===== src/rtl/oct_disp_pkg.sv =====
// Shared types and helpers for the octal seven-segment scan readout.
// Latency: n/a (pure declarations and combinational helper functions).
// Backpressure: n/a.
package oct_disp_pkg;

    localparam int NUM_DIGITS = 3;
    localparam int DIGIT_W    = 3;

    typedef enum logic {
        BLANK = 1'b0,
        SCAN  = 1'b1
    } scan_state_t;

    typedef logic [1:0] dig_idx_t;

    // Octal digit idx of an 8-bit value; the top digit only has two real bits.
    function automatic logic [DIGIT_W-1:0] digit_of(input logic [7:0] val, input dig_idx_t idx);
        case (idx)
            2'd0:    digit_of = val[2:0];
            2'd1:    digit_of = val[5:3];
            default: digit_of = {1'b0, val[7:6]};
        endcase
    endfunction

    // 1 when the digit slot should be lit. The least significant digit always
    // shows, so a zero value still reads "0".
    function automatic logic digit_lit(input logic [7:0] val, input dig_idx_t idx,
                                       input logic blank_lz);
        case (idx)
            2'd0:    digit_lit = 1'b1;
            2'd1:    digit_lit = !blank_lz || (val[7:3] != 5'd0);
            default: digit_lit = !blank_lz || (val[7:6] != 2'd0);
        endcase
    endfunction

endpackage


===== src/rtl/oct_scan_ctrl_if.sv =====
// Value handshake and digit-drive bundle between the ALU side and the scanner.
// Latency: n/a (wires only).
// Backpressure: ready low means load is ignored; no other flow control.
//   load/value/ready : result hand-off (load sampled only while ready=1)
//   clear/blank_lz   : blank-and-flush request, leading-zero suppression select
//   oct_digit/dig_en : digit code to the shared decoder, one-hot digit enable
interface oct_scan_ctrl_if;
    import oct_disp_pkg::*;

    logic                  load;
    logic [7:0]            value;
    logic                  ready;
    logic                  clear;
    logic                  blank_lz;
    logic [DIGIT_W-1:0]    oct_digit;
    logic [NUM_DIGITS-1:0] dig_en;

    modport master (
        output load, value, clear, blank_lz,
        input  ready, oct_digit, dig_en
    );

    modport slave (
        input  load, value, clear, blank_lz,
        output ready, oct_digit, dig_en
    );

endinterface


===== src/rtl/oct_refresh_timer.sv =====
// Digit-slot prescaler: one-cycle tick every REFRESH_DIV clocks.
// Latency: tick is high during the last cycle of each slot (cnt = REFRESH_DIV-1).
// Backpressure: none; sclr holds the count at zero.
//   clk, rst_n : clock, async active-low reset
//   sclr       : synchronous clear to count 0
//   tick       : terminal-count strobe
module oct_refresh_timer #(
    parameter int REFRESH_DIV = 50000
) (
    input  logic clk,
    input  logic rst_n,
    input  logic sclr,
    output logic tick
);

    localparam int               CNT_W = (REFRESH_DIV > 1) ? $clog2(REFRESH_DIV) : 1;
    localparam logic [CNT_W-1:0] LAST  = CNT_W'(REFRESH_DIV - 1);

    logic [CNT_W-1:0] cnt;

    assign tick = (cnt == LAST);

    always_ff @(posedge clk or negedge rst_n) begin
        if (!rst_n) begin
            cnt <= '0;
        end else if (sclr || tick) begin
            cnt <= '0;
        end else begin
            cnt <= cnt + CNT_W'(1);
        end
    end

endmodule


===== src/rtl/oct_scan_ctrl.sv =====
// 3-digit octal scan controller with frame-aligned double buffering.
// Latency: first value shows 1 cycle after load; later values commit at the next frame end.
// Backpressure: ready drops while a value waits in the pending buffer.
//   clk, rst_n : clock, async active-low reset
//   bus        : load/value/ready handshake, clear, blank_lz, oct_digit/dig_en drive
module oct_scan_ctrl #(
    parameter int REFRESH_DIV = 50000
) (
    input  logic            clk,
    input  logic            rst_n,
    oct_scan_ctrl_if.slave  bus
);
    import oct_disp_pkg::*;

    scan_state_t state, state_nxt;
    logic [7:0]  active, active_nxt;
    logic [7:0]  pending, pending_nxt;
    logic        pend, pend_nxt;
    dig_idx_t    idx, idx_nxt;
    logic        tick;
    logic        frame_end;
    logic        slot_edge;

    // Timer only runs while scanning, so entering SCAN always starts a full slot.
    oct_refresh_timer #(.REFRESH_DIV(REFRESH_DIV)) u_timer (
        .clk   (clk),
        .rst_n (rst_n),
        .sclr  (bus.clear || (state == BLANK)),
        .tick  (tick)
    );

    // A value waits in the pending buffer exactly when the handshake is closed.
    assign bus.ready = !pend;

    always_ff @(posedge clk or negedge rst_n) begin
        if (!rst_n) begin
            state <= BLANK;
        end else begin
            state <= state_nxt;
        end
    end

    always_comb begin
        state_nxt   = state;
        active_nxt  = active;
        pending_nxt = pending;
        pend_nxt    = pend;
        idx_nxt     = idx;
        slot_edge   = 1'b0;
        frame_end   = tick && (idx == 2'd2);

        if (bus.clear) begin
            state_nxt = BLANK;
            pend_nxt  = 1'b0;
            idx_nxt   = 2'd0;
        end else begin
            case (state)
                BLANK: begin
                    if (bus.load) begin
                        state_nxt  = SCAN;
                        active_nxt = bus.value;
                        idx_nxt    = 2'd0;
                        slot_edge  = 1'b1;
                    end
                end
                SCAN: begin
                    if (tick) begin
                        slot_edge = 1'b1;
                        idx_nxt   = frame_end ? 2'd0 : idx + 2'd1;
                    end
                    if (frame_end && pend) begin
                        active_nxt = pending;
                        pend_nxt   = 1'b0;
                    end else if (bus.load && !pend) begin
                        // At the frame edge the new value can go straight on
                        // screen; elsewhere it must wait so a frame never mixes values.
                        if (frame_end) begin
                            active_nxt = bus.value;
                        end else begin
                            pending_nxt = bus.value;
                            pend_nxt    = 1'b1;
                        end
                    end
                end
                default: state_nxt = BLANK;
            endcase
        end
    end

    always_ff @(posedge clk or negedge rst_n) begin
        if (!rst_n) begin
            active  <= '0;
            pending <= '0;
            pend    <= 1'b0;
            idx     <= 2'd0;
        end else begin
            active  <= active_nxt;
            pending <= pending_nxt;
            pend    <= pend_nxt;
            idx     <= idx_nxt;
        end
    end

    // Outputs are rebuilt only on slot edges, so blank_lz changes land on the
    // next slot and the drive is stable for the whole slot.
    always_ff @(posedge clk or negedge rst_n) begin
        if (!rst_n) begin
            bus.dig_en    <= '0;
            bus.oct_digit <= '0;
        end else if (state_nxt == BLANK) begin
            bus.dig_en    <= '0;
            bus.oct_digit <= '0;
        end else if (slot_edge) begin
            if (digit_lit(active_nxt, idx_nxt, bus.blank_lz)) begin
                bus.dig_en    <= NUM_DIGITS'(1) << idx_nxt;
                bus.oct_digit <= digit_of(active_nxt, idx_nxt);
            end else begin
                bus.dig_en    <= '0;
                bus.oct_digit <= '0;
            end
        end
    end

endmodule


===== src/flat_wrapper.sv =====
// flat-port wrapper written by rule: the top's interface ports become plain ports
module oct_scan_ctrl_flat import oct_disp_pkg::*;
#(
    parameter int REFRESH_DIV = 50000
)
  (clk, rst_n, bus_load, bus_value, bus_clear, bus_blank_lz, bus_ready, bus_oct_digit, bus_dig_en);
  oct_scan_ctrl_if bus_i ();
  input  logic clk;
  input  logic rst_n;
  input wire logic [$bits(bus_i.load)-1:0] bus_load;
  input wire logic [$bits(bus_i.value)-1:0] bus_value;
  input wire logic [$bits(bus_i.clear)-1:0] bus_clear;
  input wire logic [$bits(bus_i.blank_lz)-1:0] bus_blank_lz;
  output wire logic [$bits(bus_i.ready)-1:0] bus_ready;
  output wire logic [$bits(bus_i.oct_digit)-1:0] bus_oct_digit;
  output wire logic [$bits(bus_i.dig_en)-1:0] bus_dig_en;
  assign bus_i.load = bus_load;
  assign bus_i.value = bus_value;
  assign bus_i.clear = bus_clear;
  assign bus_i.blank_lz = bus_blank_lz;
  assign bus_ready = bus_i.ready;
  assign bus_oct_digit = bus_i.oct_digit;
  assign bus_dig_en = bus_i.dig_en;
  oct_scan_ctrl #(.REFRESH_DIV(REFRESH_DIV)) u_core (.clk(clk), .rst_n(rst_n), .bus(bus_i));
endmodule

===== config.mk =====
export PLATFORM = sky130hd
export DESIGN_NAME = oct_scan_ctrl_flat
export DESIGN_NICKNAME = d
export VERILOG_FILES = /design/src/rtl/oct_disp_pkg.sv /design/src/rtl/oct_scan_ctrl_if.sv /design/src/rtl/oct_refresh_timer.sv /design/src/rtl/oct_scan_ctrl.sv /design/src/flat_wrapper.sv
export SDC_FILE = /design/constraint.sdc
export NUM_CORES = 1
export LEC_CHECK = 0
export CAP_MARGIN = 20
export CORE_MARGIN = 4
export CORE_UTILIZATION = 54
export CTS_BUF_LIST = sky130_fd_sc_hd__clkbuf_2
export DETAILED_ROUTE_END_ITERATION = 6
export GPL_TIMING_DRIVEN = 0
export PLACE_DENSITY = 0.78
export SETUP_SLACK_MARGIN = 0.1
export SKIP_CTS_REPAIR_TIMING = 1
export SYNTH_ARGS = -nofsm -noshare
export SYNTH_HDL_FRONTEND = slang
export SYNTH_SLANG_ARGS = --single-unit
export TNS_END_PERCENT = 100

===== constraint.sdc =====
create_clock -name clk -period 2.5 [get_ports clk]
set_clock_uncertainty 0.15 [all_clocks]
set_input_delay 0.5 -clock clk [delete_from_list [all_inputs] [get_ports clk]]
set_output_delay 0.5 -clock clk [all_outputs]
set_load 0.02 [all_outputs]

==> flow_summary_export.csv <==
group,metric,value,unit
placed_design,detailedPlace.worstSlack,-0.628,ns
finish,post-route-cell-area,2980,µm²
logic_synthesis,number_of_enable_flip_flop_cells_after_synthesis,0,
routing,dr.first_iter.drc_count,203,
placed_design,gp_congestion,0.840,
placed_design,dp_cells,327,
power,switchingPower,0.453,mW
sta,setup_tns_final,-1.91,ns
global_route,overflow,0,
sta,timing.final.crit_share,118,%
sta,grt_setup_unrepaired,"yes",
clock_network,cts-htree-levels,2,
placed_design,placement.cell_area,2610,µm²
sta,fmaxAchievable,338,MHz
power,p_leak,1.30,nW
setup_path,maximum_fanout_encountered_on_the_critical_timing_path,4,
global_route,grt_pass1_vias,1747,
logic_synthesis,syn_inst,258,
worst_hold_path,timing.hold.worst.class,"in2reg",
routing,route.detailed.vias_per_inst,5.92,
logic_synthesis,asyncSetResetFlopFracSynth,100,%
clock_network,tritoncts_clock_tree,"yes",
setup_path,required,2.69,ns
global_route,first_pass_grt_wire_length,8.54,mm
logic_synthesis,synth-seq-area-share,44.9,%
die,initial_core_util,57.3,%
logic_synthesis,synth.avg_cell_area,9.07,µm²
logic_synthesis,synthesis.area,2340,µm²
logic_synthesis,ys_seq_elements,42,
sta,post-route-worst-setup-slack,-0.457,ns
placed_design,post-dp-hpwl,3.65,mm
die,boundaryPins,20,
setup_path,worstSetupEndpointType,"register",
clock_network,numClockSinks,42,
global_route,antenna_violations_before_repair,0,
routing,route.vias.total,2115,
routing,first_pass_iters,4,
finish,drive_gt1_share,23.8,%
logic_synthesis,synth.lib_cells_used.distinct,53,
finish,post_route_non_filler_standard_cell_count,357,
outcome,failing_checks,"setup timing",
die,floorplan.rows,23,
finish,final_core_util,73.0,%
power,cellPowerDensity,472,nW/µm²
power,power_frac_clock,20.0,%
finish,mostFrequentLayoutCells,"40 x sky130_fd_sc_hd__dfrtp_1, 38 x sky130_fd_sc_hd__nor2_1, 25 x sky130_fd_sc_hd__nand2_1",
finish,design.final.nets,321,
die,core_area,4090,µm²
logic_synthesis,syn-num-nets,273,
power,ir_drop,0.307,mV
logic_synthesis,dominant_register_cell_in_the_synthesized_netlist,"sky130_fd_sc_hd__dfrtp_1",
power,cell_internal_pwr,0.954,mW
die,die-height,73.8,µm
routing,routed_wirelength,5.98,mm
placed_design,io_buffers,18,
setup_path,critPathLaunchType,"register",
clock_network,clock_path_buffers,2,
finish,layout_commonest_cell,"sky130_fd_sc_hd__dfrtp_1",
sta,max_slew.worst_pin.slew,0.473,ns
setup_path,worst_ep_arrival_time,3.15,ns
clock_network,clock_insertion_delay_worst_skew,0.41,ns
sta,min_period,2.96,ns
power,design_power_total,1.41,mW
routing,post_drt_wl_per_cell,16.7,µm
routing,antenna_violating_nets_post_route,0,
finish,fillCellCount,313,
sta,timing.max_slew.rel_slack,68.3,%
logic_synthesis,synth-warning-count,0,
flow_run,timing.max_cap.violations,0,
sta,fin_worst_hold_slack,0.250,ns
power,gate_power_share,23.6,%
die,die_x,73.8,µm
sta,report.final.slew_viol_count,0,
finish,antenna_diode_count,0,
global_route,global_route.usage.total,20.7,%
sta,setup_violations,8,
power,switching_share,32.2,%
finish,synthToLayoutAreaGrowth,27.5,%
clock_network,clock_buffer_count_from_cts,5,
setup_path,setup.worst_path.class,"reg2reg",
outcome,outcome,"complete, but fails checks",
die,floorplan.die_area,5450,µm²
power,seqPwrFrac,56.4,%
sta,number_of_hold_slack_violations_in_the_final_timing_report,0,
clock_network,root_buffer,"sky130_fd_sc_hd__clkbuf_2",
routing,drc,0,
global_route,grt_max_degree,33,
clock_network,clkSlewWorstSetupHoldPaths,0.20,ns
-- cell type report --
| class | instances | area, µm² | area share (%) |
|---|---|---|---|
| tap | 50 | 62.6 | 2.10 |
| multi-input combinational | 190 | 1310 | 43.7 |
| clock inverter | 3 | 11.3 | 0.377 |
| clock buffer | 5 | 25.0 | 0.839 |
| buffer | 13 | 98.8 | 3.31 |
| timing repair buffer | 41 | 379 | 12.7 |
| inverter | 13 | 48.8 | 1.64 |
| sequential | 42 | 1050 | 35.3 |
-- flip-flops by register name (all words and copies together) (netlist names) --
name and count:
u_core.active 8, u_core.u_timer.cnt 16, u_core.idx 2, u_core.pending 8, u_core.bus.oct_digit 3, u_core.pend 1
u_core.bus.dig_en 3, u_core.state 1
-- layer usage --
metal	vias up	track usage (%)	wire (µm)
met1	1017	32.2	2650
met4	0	6.44	109
met5	-	0	0
met2	90	28.1	2740
li1	996	-	-
met3	12	5.06	475
-- final timing paths --
kind                                                   from                                  end  slack, ns  cells past startpoint
min reg2reg                 u_core.u_timer.cnt[0]$_DFF_PN0_      u_core.u_timer.cnt[0]$_DFF_PN0_       0.34                      1
min                                               bus_clear           u_core.active[7]$_DFF_PN0_       0.25                      3
max                        u_core.u_timer.cnt[11]$_DFF_PN0_  u_core.bus.oct_digit[0]$_DFFE_PN0P_      -0.46                      7
max reg2reg                u_core.u_timer.cnt[11]$_DFF_PN0_  u_core.bus.oct_digit[0]$_DFFE_PN0P_      -0.46                      7
max in group asynchronous                             rst_n     u_core.u_timer.cnt[10]$_DFF_PN0_       1.44                      3
min in group asynchronous                             rst_n      u_core.u_timer.cnt[3]$_DFF_PN0_       0.30                      2
-- kinds of logic (layout without fill, tap and decap cells) --
group	after synthesis	after routing	share of synthesized area [%]
AND/OR/NAND/NOR	112	112	24.9
AO/OA/AOI/OAI	58	58	16.7
flip-flops	42	42	44.9
buffers and inverters	26	75	5.34
XOR/XNOR	14	14	5.24
multiplexers	4	4	1.87
adder cells (fa/ha/maj)	2	2	1.07
-- critical path, cell delays in order (launching register included) --
cell                       delay [ns]
sky130_fd_sc_hd__dfrtp_1         0.45
sky130_fd_sc_hd__or4b_4          0.58
sky130_fd_sc_hd__or4_4           0.59
sky130_fd_sc_hd__o311ai_4        0.29
sky130_fd_sc_hd__or3b_4          0.47
sky130_fd_sc_hd__nor3_4          0.15
sky130_fd_sc_hd__nand3_1         0.10
sky130_fd_sc_hd__o211ai_1        0.11
-- cell usage after synthesis, drive strengths merged (2+ instances only) --
master / instances / area share [%]
dfrtp: 42 / 45
nor2b: 9 / 2.4
nor4: 3 / 1.7
inv: 13 / 2.1
a21o: 5 / 1.6
a22oi: 2 / 0.64
nor2: 40 / 6.4
a21oi: 13 / 2.8
nand4b: 2 / 0.75
or4b: 2 / 1.2
o22ai: 3 / 0.80
ha: 2 / 1.1
mux2: 3 / 1.4
clkbuf: 7 / 1.3
nand2: 26 / 4.3
o221ai: 8 / 3.0
nand2b: 2 / 0.53
xor2: 8 / 3.0
and3: 4 / 1.2
nand3: 13 / 2.8
o211ai: 2 / 0.64
nor3: 2 / 0.64
o31ai: 3 / 0.96
xnor2: 6 / 2.2
o21ai: 12 / 2.7
a31oi: 5 / 1.3
buf: 6 / 2.0
-- power by group through the flow --
stage | clock [mW] | combinational [mW] | sequential [mW]
floorplan | 0 | 0.166 | 0.797
global placement | 0 | 0.255 | 0.799
detailed placement | 0 | 0.264 | 0.802
CTS | 0.282 | 0.266 | 0.789
global route | 0.312 | 0.361 | 0.800
finish | 0.282 | 0.332 | 0.794
(Power assumes the default switching activity.)
